## src/rtl/pwm_duty8_pkg.sv

```systemverilog
// pwm_duty8_pkg: shared constants and state type for the PWM duty block.
// Rev 1.0
`default_nettype none
package pwm_duty8_pkg;
  localparam int DUTY_W       = 8;
  localparam int PERIOD_TICKS = 256;

  typedef enum logic {
    IDLE = 1'b0,
    RUN  = 1'b1
  } state_t;
endpackage
`default_nettype wire

```

## src/rtl/pwm_duty8_prescaler.sv

```systemverilog
// pwm_prescaler: free-running divider producing one tick every div+1 enabled cycles.
// Rev 1.0
`default_nettype none
module pwm_prescaler #(
  parameter int DIV_W = 8
) (
  input  logic             clk,
  input  logic             rst,
  input  logic             en,
  input  logic [DIV_W-1:0] div,
  output logic             tick
);
  logic [DIV_W-1:0] r_count;

  // >= rather than == so a div reduction below the current count ticks at once.
  assign tick = en && (r_count >= div);

  always_ff @(posedge clk) begin
    if (rst || !en) begin
      r_count <= '0;
    end else if (tick) begin
      r_count <= '0;
    end else begin
      r_count <= r_count + 1'b1;
    end
  end
endmodule
`default_nettype wire

```

## src/rtl/pwm_duty8.sv

```systemverilog
// pwm_duty8: double-buffered 8-bit PWM generator with programmable prescaler.
// Rev 1.0
`default_nettype none
module pwm_duty8
  import pwm_duty8_pkg::*;
#(
  parameter int DIV_W = 8
) (
  input  logic              clk,
  input  logic              rst,
  input  logic              en,
  input  logic [DUTY_W-1:0] duty,
  input  logic              load,
  input  logic [DIV_W-1:0]  div,
  output logic              pwm_out,
  output logic              period_start,
  output logic [DUTY_W-1:0] duty_active
);
  state_t            r_state;
  logic [DUTY_W-1:0] r_cnt;
  logic [DUTY_W-1:0] r_shadow;
  logic [DUTY_W-1:0] w_next_shadow;
  logic              w_tick;
  logic              w_run;

  assign w_run         = en && (r_state == RUN);
  // A load coinciding with a period boundary bypasses the shadow.
  assign w_next_shadow = load ? duty : r_shadow;

  pwm_prescaler #(
    .DIV_W (DIV_W)
  ) u_prescaler (
    .clk  (clk),
    .rst  (rst),
    .en   (w_run),
    .div  (div),
    .tick (w_tick)
  );

  always_ff @(posedge clk) begin
    if (rst) begin
      r_state      <= IDLE;
      r_cnt        <= '0;
      r_shadow     <= '0;
      duty_active  <= '0;
      pwm_out      <= 1'b0;
      period_start <= 1'b0;
    end else begin
      pwm_out      <= 1'b0;
      period_start <= 1'b0;
      r_shadow     <= w_next_shadow;
      if (!en) begin
        r_state <= IDLE;
        r_cnt   <= '0;
      end else if (r_state == IDLE) begin
        r_state      <= RUN;
        duty_active  <= w_next_shadow;
        period_start <= 1'b1;
      end else begin
        pwm_out <= (r_cnt < duty_active);
        if (w_tick) begin
          if (r_cnt == DUTY_W'(PERIOD_TICKS - 1)) begin
            r_cnt        <= '0;
            duty_active  <= w_next_shadow;
            period_start <= 1'b1;
          end else begin
            r_cnt <= r_cnt + 1'b1;
          end
        end
      end
    end
  end
endmodule
`default_nettype wire

```

## config.mk

```make
export PLATFORM = sky130hd
export DESIGN_NAME = pwm_duty8
export DESIGN_NICKNAME = d
export VERILOG_FILES = /design/src/rtl/pwm_duty8_pkg.sv /design/src/rtl/pwm_duty8_prescaler.sv /design/src/rtl/pwm_duty8.sv
export SDC_FILE = /design/constraint.sdc
export NUM_CORES = 1
export LEC_CHECK = 0
export ABC_AREA = 1
export BUFFER_PORTS_ARGS = -buffer_cell sky130_fd_sc_hd__buf_2
export CAP_MARGIN = 10
export CORE_MARGIN = 3
export CORE_UTILIZATION = 55
export DETAILED_ROUTE_END_ITERATION = 10
export PLACE_DENSITY = 0.89
export SETUP_SLACK_MARGIN = 0.5
export SLEW_MARGIN = 20
export SYNTH_ARGS = -nofsm -noshare
export SYNTH_HDL_FRONTEND = slang
export SYNTH_HIERARCHICAL = 1
export SYNTH_SLANG_ARGS = --single-unit
```

## constraint.sdc

```tcl
create_clock -name clk -period 3.55 [get_ports clk]
set_input_delay 0.1775 -clock clk [delete_from_list [all_inputs] [get_ports clk]]
set_output_delay 0.1775 -clock clk [all_outputs]
set_load 0.03 [all_outputs]
```

# ---- Word-level counts from Yosys, hierarchy flattened
# Index checks and enable logic that the tools add are counted.
dict set report totals {
  reg_bits 35
  output_inout_bits 10
  word_cells 34
}
dict set report op_classes {
  n_addsub 2
  n_lt_le_gt_ge 2
  eq_ne 3
  n_mux 9
  n_bitwise 2
  reduce_logical 9
}
# op count
set ops {}
lappend ops {{2-to-1 mux 8 bit} 5}
lappend ops {{adder 8 x 1 -> 8 bit, second input constant} 2}
lappend ops {{equality test 8 bit, second input constant} 1}
lappend ops {{>= comparator 8 bit} 1}
lappend ops {{< comparator 8 bit} 1}
lappend ops {{2-to-1 mux 1 bit} 4}
lappend ops {{!= test 2 x 1 -> 1 bit, second input constant} 2}
lappend ops {{OR reduction 2 bit} 2}
lappend ops {{AND reduction 3 bit} 1}
lappend ops {{OR reduction 3 bit} 1}
lappend ops {{logical AND 1 bit} 2}
lappend ops {{inverter 1 bit} 2}
lappend ops {{AND reduction 2 bit} 1}
lappend ops {{zero test 1 bit} 1}
lappend ops {{logical OR 1 bit} 1}

# ---- Longest topological paths before layout
# Gate-level depths: netlist of run 1.
dict set report depth {
  depth_word 4
  ltp_mapped 19
  depth_no_buf 19
}

# ---- By module
# Netlist of run 1, hierarchy kept.
# module n_inst cells_per_inst area_each_um2
set modules_own_cells {}
lappend modules_own_cells {pwm_duty8 1 173 1342.5}
lappend modules_own_cells {pwm_prescaler 1 76 566.8}

# ---- Worst setup path after synthesis of run 1
# OpenSTA, ideal clock, no wires.
dict set report synth_timing {
  path_type {register -> register}
  from {reg u_prescaler.r_count[3]}
  to {reg r_cnt[7]}
  setup_ns 0.109
  arrival_ns 1.724
  path_slack_ns 1.717
  stages_incl_launch_ff 17
  path_buffers 0
  synth_period_minus_slack_ns 1.833
  cell_sequence {dfxtp_1 ha_1 nand2_1 inv_1 nand2_1 nand2_1 nand2_1 nand3_1 nand2_1 inv_1 nand2_2 nor2_1 nand2_1 nand3_1 nand2_1 nand2_1 inv_1}
}
dict set report synth_via {
  elab_chain_len 3
}
# item line
set synth_rtl {}
lappend synth_rtl {{from (decl)} pwm_duty8_prescaler.sv:13} ;# logic [DIV_W-1:0] r_count;
lappend synth_rtl {{from (signal assigned)} pwm_duty8_prescaler.sv:24} ;# r_count <= r_count + 1'b1;
lappend synth_rtl {{>= comparator 8 bit} pwm_duty8_prescaler.sv:16} ;# assign tick = en && (r_count >= div);
lappend synth_rtl {{logical AND 1 bit} pwm_duty8_prescaler.sv:16}
lappend synth_rtl {{net w_tick} pwm_duty8.sv:23} ;# logic w_tick;
lappend synth_rtl {{AND reduction 2 bit (no line)} n/a}
lappend synth_rtl {{to (signal assigned)} pwm_duty8.sv:67} ;# r_cnt <= r_cnt + 1'b1;
lappend synth_rtl {{to (decl)} pwm_duty8.sv:20} ;# logic [DUTY_W-1:0] r_cnt;
# The timed path passes the listed nets, and every way through them passes these cells.
# A chain may end at the register's enable or synchronous reset.

# ---- Worst setup path in the final report of run 1
# Same ends and word-level chain as after synthesis.

==> flow_metrics.py, run 1 <==
metrics = {
    "run_status": {
        "status": "complete, no violations",
    },
    "clock_network": {
        "path_clk_slew_ps": 120,
        "hold_buffers": 0,
        "cts_resized": 0,
        "clk_latency_ps": 360,
        "cts_sinks": 35,
        "htreeDepth": 2,
        "root_buffer": "clkbuf_4",
        "cts-buffers-inserted": 5,
        "cts_setup_buffers": 0,
        "clk_path_buf_depth": 2,
        "tritoncts": "built",
    },
    "timing": {
        "rsz0062_at_grt": "no",
        "setup_tns_ps": 0,
        "worst_clock_skew_ps": 8.751,
        "hold_viol": 0,
        "fin_crit_sh": 0.5806,
        "slew_violations": 0,
        "fmax_mhz": 485.2,
        "layout_min_cycle_time_ps": 2061,
        "worst_pin_slew_ps": 325.1,
        "max-slew-margin-rel": 0.7832,
        "finalSetupViolations": 0,
    },
    "synthesis": {
        "synth_area_sq_um": 1909,
        "synth-compound-area-share": 0.06881,
        "synth-seq-area-share": 0.3670,
        "muxShareOfSynthArea": 0.04194,
        "syn_inst": 249,
        "synth_cell_types": 30,
        "synth-simple-area-share": 0.2798,
        "synth_warnings": 6,
        "ys_ff_latch": 35,
        "syn_nets": 286,
        "synthAdderAreaFrac": 0.1114,
        "synth_top_family_by_area": "simple AND/OR/NAND/NOR gates",
        "synthXorXnorAreaFrac": 0.02752,
        "avgSynthCellArea_sq_um": 7.668,
    },
    "flow_run": {
        "maxCapViolCount": 0,
    },
    "pwr": {
        "ir_worst_vdd_mv": 0.3123,
        "cellLeakagePower_nw": 1.060,
        "power_uw": 745.7,
        "cellPowerDensity_nw_per_um2": 352.2,
    },
    "floorplan": {
        "core_sq_um": 3178,
        "die_h_um": 64.92,
        "fp.dieArea_sq_um": 4215,
        "ios": 30,
        "die_x_um": 64.92,
        "rows": 20,
        "start_util": 0.6008,
    },
    "placement": {
        "gp_congestion": 0.8362,
        "hpwl_um": 2751,
        "placed_area_sq_um": 2054,
        "io_buffers": 29,
    },
    "setup_path": {
        "cp_cell_sequence": "ha_1, nand2_1, inv_1, nand2_1, nand2_1, nand2_1, nand3_1, nand2_1, inv_1, nand2_2, nor2_1, nand2_1, nand3_1, nand2_1, nand2_1, inv_1",
        "cp-start-kind": "flop",
        "critPathMostFrequentCell": "nand2_1",
        "r2r_slack_ps": 1490,
        "r2r_start": "u_prescaler/r_count[3]$_SDFF_PP0_",
        "cp.arrival_ps": 2330,
        "end_kind": "flop",
        "r2r-end": "r_cnt[7]$_SDFFE_PP0P_",
        "critPathMaxStageDelay_ps": 380,
        "worstPathRequired_ps": 3810,
        "critPathSlowestCell": "dfxtp_1",
        "critPathMaxFanout": 5,
        "worstRegToRegCells": 16,
        "path_class": "flop to flop",
    },
    "route": {
        "vias": 1615,
        "drt_wl_total_um": 3593,
        "ant_nets": 0,
        "drtPass1Iterations": 4,
        "drt_iter0_markers": 81,
        "vias_per_cell": 4.969,
        "drc": 0,
        "wl_per_cell_um": 11.06,
    },
    "layout": {
        "nFillCells": 277,
        "fin_area_sq_um": 2117,
        "insertedDiodeCount": 0,
        "area_growth_pct": 10.88,
        "finalNetCount": 317,
        "drive_above_1_share": 0.1744,
    },
    "global_route": {
        "grt_max_degree": 19,
        "grt_pass1_vias": 1518,
        "grt_pass1_wl_um": 6417,
        "antenna_found_initial": 0,
        "grtUsageTotal": 0.1967,
        "grt-ovfl-total": 0,
    },
    "worst_hold_path": {
        "min_from": "duty[3]",
        "worst_hold_path_type": "primary input to flop",
        "hold_end": "r_shadow[3]$_SDFF_PP0_",
        "hold_depth": 3,
    },
}
worst max-delay path: cells and delay by family (launching register included):
| family | cells | cell delay, ps |
|---|---|---|
| flops | 1 | 380 |
| fa+ha+maj | 1 | 320 |
| simple gates | 12 | 1070 |
| buf+inv | 3 | 200 |
state kept, by name, summed over array words and instances, names as in the netlist:
signal               count
r_shadow                 8
u_prescaler/r_count      8
r_cnt                    8
pwm_out                  1
r_state                  1
duty_active              8
period_start             1
cells in the mapped netlist, drive strengths merged:
cell type / instances / area (sq um)
a21oi: 17 / 85.08
nand2: 53 / 211.5
ha: 17 / 212.7
nor3: 1 / 10.01
xor2: 3 / 26.28
nand4: 4 / 40.04
mux2i: 8 / 80.08
nand3: 16 / 97.60
dfxtp: 35 / 700.7
inv: 38 / 142.6
o21a: 2 / 15.01
clkbuf: 1 / 13.76
o21ai: 2 / 10.01
nor2: 41 / 168.9
a31oi: 1 / 6.260
buf: 4 / 41.29
o21bai: 1 / 7.510
a21o: 1 / 7.510
xnor2: 3 / 26.28
and3: 1 / 6.260
power breakdown:
group	internal, mW	switching [mW]	total (mW)	leakage (nW)
Combinational	0.0378	0.0631	0.101	0.742
Sequential	0.407	0.00827	0.415	0.286
Clock	0.0792	0.151	0.230	0.0314
Total	0.524	0.222	0.746	1.06
area by class of cell:
type,instances,area (sq um),share of cell area
inverter,38,142.6,0.06738
clock buffer,5,37.54,0.01773
multi-input combinational,171,1011,0.4775
timing repair buffer,29,145.1,0.06856
sequential,35,700.7,0.3310
clock inverter,3,25.02,0.01182
tap,44,55.05,0.02600
cell families (layout without fill, tap and decap cells):
family / after synthesis / count (layout)
and+or+nand+nor: 116 / 116
DFF: 35 / 35
adders and majority gates: 17 / 17
AOI/OAI and AO/OA: 24 / 24
buffers and inverters: 43 / 75
xor gates and xnor gates: 6 / 6
muxes: 8 / 8
metal layers:
metal	up-vias	part of all wire	track usage
met5	-	0	0
met4	0	0.024	0.09499
met3	11	0.043	0.04159
met2	33	0.48	0.3346
met1	722	0.45	0.2334
li1	849	-	-
layout by cell type (no fill, tap or decap), types with 2 or more instances in the layout:
cell	instances
nand2_2	2
nand3_1	14
clkinv_4	2
inv_1	37
ha_1	17
xor2_1	3
dfxtp_1	35
buf_2	29
xnor2_1	3
nand4_1	3
clkbuf_4	5
nand2_1	50
mux2i_1	8
a21oi_1	17
o21a_1	2
nor2_1	37
o21ai_0	2
nor2_2	3
worst max-delay path by stage:
stage	start	to	slack [ps]	cells after the start
finish	u_prescaler/r_count[3]$_SDFF_PP0_	r_cnt[7]$_SDFFE_PP0P_	1490	16
global route	u_prescaler/r_count[3]$_SDFF_PP0_	r_cnt[7]$_SDFFE_PP0P_	1260	14
CTS	u_prescaler/r_count[3]$_SDFF_PP0_	r_cnt[6]$_SDFFE_PP0P_	1510	14
detailed placement	u_prescaler/r_count[3]$_SDFF_PP0_	r_cnt[6]$_SDFFE_PP0P_	1520	14
global placement	u_prescaler/r_count[0]$_SDFF_PP0_	r_cnt[7]$_SDFFE_PP0P_	1580	15
floorplan	u_prescaler/r_count[3]$_SDFF_PP0_	r_cnt[7]$_SDFFE_PP0P_	1720	16
stage by stage:
stage / worst slack [ps] / util / hold WS (ps) / std cells
2_1_floorplan: 1717 / - / 344.5 / 249
3_3_place_gp: 1576 / 0.6465 / 440.8 / 317
3_5_place_dp: 1524 / 0.6465 / 448.8 / 317
4_1_cts: 1507 / 0.6661 / 66.15 / 325
5_1_grt: 1263 / 0.6661 / 92.61 / 325
6_report: 1489 / 0.6661 / 75.37 / 325
(Power assumes the default switching activity.)
==> run 2, diff against run 1 <==
Settings changed: CORE_UTILIZATION 55 to 50, PLACE_DENSITY 0.89 to 0.86.
Clock period 3.55 ns to 1.8 ns, I/O delays scaled along.
==> flow_metrics.py, run 2 (same netlist as run 1, synthesis figures left out) <==
metrics = {
    "route": {
        "wl_met1_um": 2014,
        "drtPass1Iterations": 4,
        "drt_wl_total_um": 5196,
        "ant_nets": 0,
        "dr_wl_met3_um": 275,
        "vias_per_cell": 5.288,
        "drt_iter0_markers": 89,
        "wl_per_cell_um": 14.80,
        "vias": 1856,
        "drc": 0,
        "wl_met2_um": 2709,
        "highest_layer": "met4",
    },
    "layout": {
        "final_cells": 351,
        "drive_above_1_share": 0.4295,
        "mostFrequentLayoutCells": "40 x nand2_1, 33 x inv_1, 33 x nor2_1",
        "fin_util": 0.7630,
        "insertedDiodeCount": 0,
        "layout_commonest_cell": "nand2_1",
        "fin_area_sq_um": 2666,
        "finalNetCount": 341,
        "area_growth_pct": 39.65,
    },
    "worst_hold_path": {
        "min_from": "duty[4]",
        "worst_hold_path_type": "primary input to flop",
    },
    "pwr": {
        "p_sw_frac": 0.2569,
        "p_int_mw": 1.350,
        "cellPowerDensity_nw_per_um2": 681.3,
        "power_mw": 1.816,
        "power_frac_seq": 0.449,
        "clockPowerShare": 0.407,
        "combPwrFrac": 0.144,
        "ir_worst_vdd_mv": 0.5878,
        "p_switching_uw": 466.6,
        "cellLeakagePower_nw": 1.260,
    },
    "clock_network": {
        "root_buffer": "clkbuf_8",
        "tritoncts": "built",
        "cts_sinks": 35,
        "path_clk_slew_ps": 80,
        "cts-buffers-inserted": 5,
        "clk_latency_ps": 300,
        "hold_buffers": 0,
        "clk_path_buf_depth": 2,
        "htreeDepth": 2,
    },
    "global_route": {
        "antenna_found_initial": 0,
        "grt_pass1_vias": 1855,
        "grt-ovfl-total": 0,
        "grt_max_degree": 18,
        "grtUsageTotal": 0.2434,
        "grt_pass1_wl_um": 8217,
    },
    "floorplan": {
        "die_h_um": 67.80,
        "fp.dieArea_sq_um": 4596,
        "die_x_um": 67.80,
        "ios": 30,
        "rows": 21,
        "start_util": 0.5464,
        "core_sq_um": 3495,
    },
    "placement": {
        "place_ws_ps": -34.27,
        "placed_area_sq_um": 2277,
        "hpwl_um": 3177,
        "gp_congestion": 0.8778,
        "io_buffers": 29,
        "placed_cells": 325,
    },
    "timing": {
        "slew_violations": 0,
        "timing.final.ws_setup_ps": -122.9,
        "timing.hold.ws_ps": 54.12,
        "worst_pin_slew_ps": 282.7,
        "fin_crit_sh": 1.068,
        "layout_min_cycle_time_ps": 1923,
        "setup_tns_ps": -1464,
        "finalSetupViolations": 23,
        "max-slew-margin-rel": 0.8061,
        "rsz0062_at_grt": "yes",
        "worst_clock_skew_ps": 9.944,
        "hold_viol": 0,
        "fmax_mhz": 520.0,
    },
    "setup_path": {
        "cp-startpoint": "u_prescaler/r_count[1]$_SDFF_PP0_",
        "path_class": "flop to flop",
        "cp-start-kind": "flop",
        "r2r_slack_ps": -120,
        "worstPathRequired_ps": 2030,
        "end_kind": "flop",
        "cp.arrival_ps": 2150,
        "r2r_start": "u_prescaler/r_count[1]$_SDFF_PP0_",
        "critPathMaxFanout": 3,
    },
    "run_status": {
        "violations": "negative setup slack",
        "status": "complete, but fails checks",
    },
    "flow_run": {
        "maxCapViolCount": 0,
    },
}
## run 2: cell types whose count changed in the layout (fill, tap and decap cells not counted), sizes merged
| cell | before | now |
|---|---|---|
| clkinv | 2 | 1 |
| clkbuf | 5 | 6 |
| buf | 29 | 53 |
| clkinvlp | 1 | 0 |
| bufinv | 0 | 1 |
## run 2: area by class of cell
| class | count | area, sq um |
|---|---|---|
| multi-input combinational | 171 | 1255 |
| fill | 222 | 828.3 |
| sequential | 35 | 732.0 |
| timing repair buffer | 53 | 356.6 |
| inverter | 38 | 147.6 |
| clock buffer | 6 | 82.58 |
| tap | 46 | 57.56 |
| clock inverter | 2 | 35.03 |
## run 2: critical path: stages (launching register included)
cell      delay (ps)
dfxtp_4          360
ha_4             280
nand2_2           60
nand2_1           60
nand2_1           60
nand2_2           80
nand2_2           70
nand3_2           90
nand2_2           90
inv_4             90
nand2_4           70
inv_4             60
nand4_1          120
o21bai_1         210
inv_1             60
nor2_1            90
## run 2: power by group through the flow
stage	logic (mW)	registers [mW]	clock network [mW]
after floorplan	0.143	0.864	0
after global placement	0.223	0.835	0
after detailed placement	0.232	0.836	0
after CTS	0.241	0.815	0.748
after global routing	0.292	0.818	0.773
final	0.261	0.816	0.739
## run 2: path summary, 6_finish.rpt
path                            end  cells after the start
min reg2reg   r_cnt[6]$_SDFFE_PP0P_                      2
min          r_shadow[4]$_SDFF_PP0_                      3
max           r_cnt[5]$_SDFFE_PP0P_                     15
max reg2reg   r_cnt[5]$_SDFFE_PP0P_                     15
## run 2: metal layers
layer  track usage  vias up
met5             0        -
met4        0.1017        0
met3       0.05491       17
met2        0.4569       68
met1        0.2579      868
li1              -      903
## run 2: repair_timing
item,4_1_cts,5_1_grt
endpoints found under the setup margin,25,26
cloned,0,0
buffers inserted,14,4
pin swaps,20,6
endpoints found under the hold margin,0,0
gates resized for setup,16,20
==> run 3, diff against run 2 <==
Settings changed: BUFFER_PORTS_ARGS -buffer_cell sky130_fd_sc_hd__buf_2 to -buffer_cell sky130_fd_sc_hd__buf_4, CAP_MARGIN 10 to unset, CORE_MARGIN 3 to unset.
==> flow_metrics.py, run 3 (same netlist as run 1, synthesis figures left out) <==
metrics = {
    "timing": {
        "fmax_mhz": 567.1,
        "setup_tns_ps": 0,
        "timing.final.ws_setup_ps": 36.72,
        "hold_viol": 0,
        "worst_pin_slew_ps": 308.3,
        "slew_violations": 0,
        "finalSetupViolations": 0,
        "max-slew-margin-rel": 0.7942,
        "rsz0062_at_grt": "yes",
        "fin_crit_sh": 0.9796,
        "worst_clock_skew_ps": 8.152,
        "layout_min_cycle_time_ps": 1763,
    },
    "setup_path": {
        "r2r_slack_ps": 40,
        "worstRegToRegCells": 11,
        "critPathTopFamily": "simple AND/OR/NAND/NOR gates",
        "path_class": "flop to flop",
        "cp_num_cells": 11,
        "r2r_start": "u_prescaler/r_count[7]$_SDFF_PP0_",
        "cp.arrival_ps": 1940,
        "critPathSlowestCell": "dfxtp_2",
        "end_kind": "flop",
        "cp_cell_sequence": "ha_4, a21o_1, nor2_2, nand3_2, nand2_2, inv_4, nand2_4, buf_4, buf_6, nand2_1, and3_1",
        "path_buf_inv": 3,
        "cp-start-kind": "flop",
        "r2r-end": "r_cnt[0]$_SDFFE_PP0P_",
        "critPathMaxStageDelay_ps": 340,
        "critPathMaxFanout": 3,
        "worstPathRequired_ps": 1980,
    },
    "placement": {
        "io_buffers": 29,
        "gp_congestion": 0.8470,
        "place_ws_ps": -3.382,
        "hpwl_um": 2864,
    },
    "layout": {
        "insertedDiodeCount": 0,
        "drive_above_1_share": 0.4114,
        "finalNetCount": 335,
        "area_growth_pct": 38.60,
        "mostFrequentLayoutCells": "45 x buf_4, 37 x nand2_1, 33 x inv_1, 33 x nor2_1, 22 x dfxtp_1",
        "layout_commonest_cell": "buf_4",
    },
    "clock_network": {
        "hold_buffers": 0,
        "path_clk_slew_ps": 70,
        "cts_sinks": 35,
        "root_buffer": "clkbuf_8",
        "cts-buffers-inserted": 5,
        "clk_path_buf_depth": 2,
        "clk_latency_ps": 290,
        "tritoncts": "built",
        "htreeDepth": 2,
    },
    "global_route": {
        "grtUsageTotal": 0.2231,
        "grt_max_degree": 19,
        "grt_pass1_vias": 1704,
        "grt-ovfl-total": 0,
        "antenna_found_initial": 0,
        "grt_pass1_wl_um": 7182,
    },
    "pwr": {
        "power_mw": 1.807,
        "cellLeakagePower_nw": 1.234,
        "cellPowerDensity_nw_per_um2": 682.9,
        "ir_worst_vdd_mv": 0.6329,
    },
    "floorplan": {
        "fp.dieArea_sq_um": 4070,
        "start_util": 0.5215,
        "core_sq_um": 3661,
        "rows": 22,
        "die_h_um": 63.80,
        "die_x_um": 63.80,
        "ios": 30,
    },
    "route": {
        "vias_per_cell": 5.000,
        "ant_nets": 0,
        "drt_wl_total_um": 4256,
        "wl_per_cell_um": 12.27,
        "vias": 1735,
        "drtPass1Iterations": 4,
        "drc": 0,
        "drt_iter0_markers": 52,
    },
    "worst_hold_path": {
        "worst_hold_path_type": "primary input to flop",
        "hold_depth": 2,
        "hold_end": "r_shadow[2]$_SDFF_PP0_",
        "min_from": "rst",
    },
    "flow_run": {
        "maxCapViolCount": 0,
    },
    "run_status": {
        "status": "complete, no violations",
    },
}
-- run 3: cell count changes in the layout (fill, tap and decap cells not counted), moves of 2 or more --
| cell | delta |
|---|---|
| a21oi_1 | +2 |
| buf_2 | -29 |
| buf_4 | +27 |
| buf_6 | -4 |
| dfxtp_1 | +2 |
| dfxtp_4 | -2 |
| nand2_1 | -3 |
| nand2_2 | +3 |
-- run 3: per-layer routing --
layer  vias to the layer above  global-route usage  share of wire
met5                         -                   0              0
met4                         0             0.05966          0.010
met3                         5             0.05179          0.035
met2                        31              0.4176           0.53
met1                       813              0.2489           0.42
li1                        886                   -              -
-- run 3: how the worst max path moves through the flow --
| stage | start | to | slack (ps) |
|---|---|---|---|
| 2_1_floorplan | u_prescaler/r_count[3]$_SDFF_PP0_ | r_cnt[5]$_SDFFE_PP0P_ | 120 |
| 3_3_place_gp | u_prescaler/r_count[5]$_SDFF_PP0_ | r_cnt[5]$_SDFFE_PP0P_ | 40 |
| 3_5_place_dp | u_prescaler/r_count[3]$_SDFF_PP0_ | r_cnt[5]$_SDFFE_PP0P_ | -3 |
| 4_1_cts | u_prescaler/r_count[1]$_SDFF_PP0_ | r_cnt[7]$_SDFFE_PP0P_ | 70 |
| 5_1_grt | u_prescaler/r_count[6]$_SDFF_PP0_ | r_cnt[5]$_SDFFE_PP0P_ | -60 |
| 6_report | u_prescaler/r_count[7]$_SDFF_PP0_ | r_cnt[0]$_SDFFE_PP0P_ | 40 |
-- run 3: layout make-up --
class,count,area (sq um)
sequential,35,724.4
fill,260,1015
tap,48,60.06
clock buffer,6,82.58
multi-input combinational,172,1247
timing repair buffer,46,349.1
inverter,38,147.6
clock inverter,2,35.03
-- run 3: what timing repair did --
action | CTS | global route
buffers inserted | 7 | 4
setup endpoints to repair | 25 | 26
pin swaps | 20 | 13
gates cloned | 1 | 0
endpoints found under the hold margin | 0 | 0
gates resized for setup | 8 | 19
-- run 3: through the flow --
step,hold WS (ps),instances,util,cell area [sq um]
6_report,60.44,347,0.7228,2646
2_1_floorplan,257.0,249,-,2085
4_1_cts,58.31,343,0.7033,2575
5_1_grt,80.69,347,0.7228,2646
3_3_place_gp,353.0,327,0.6425,2352
3_5_place_dp,359.9,327,0.6425,2352
-- run 3: report_power, final --
part	switching, mW	internal [mW]
Combinational	0.150	0.115
Sequential	0.0183	0.799
Clock	0.277	0.448
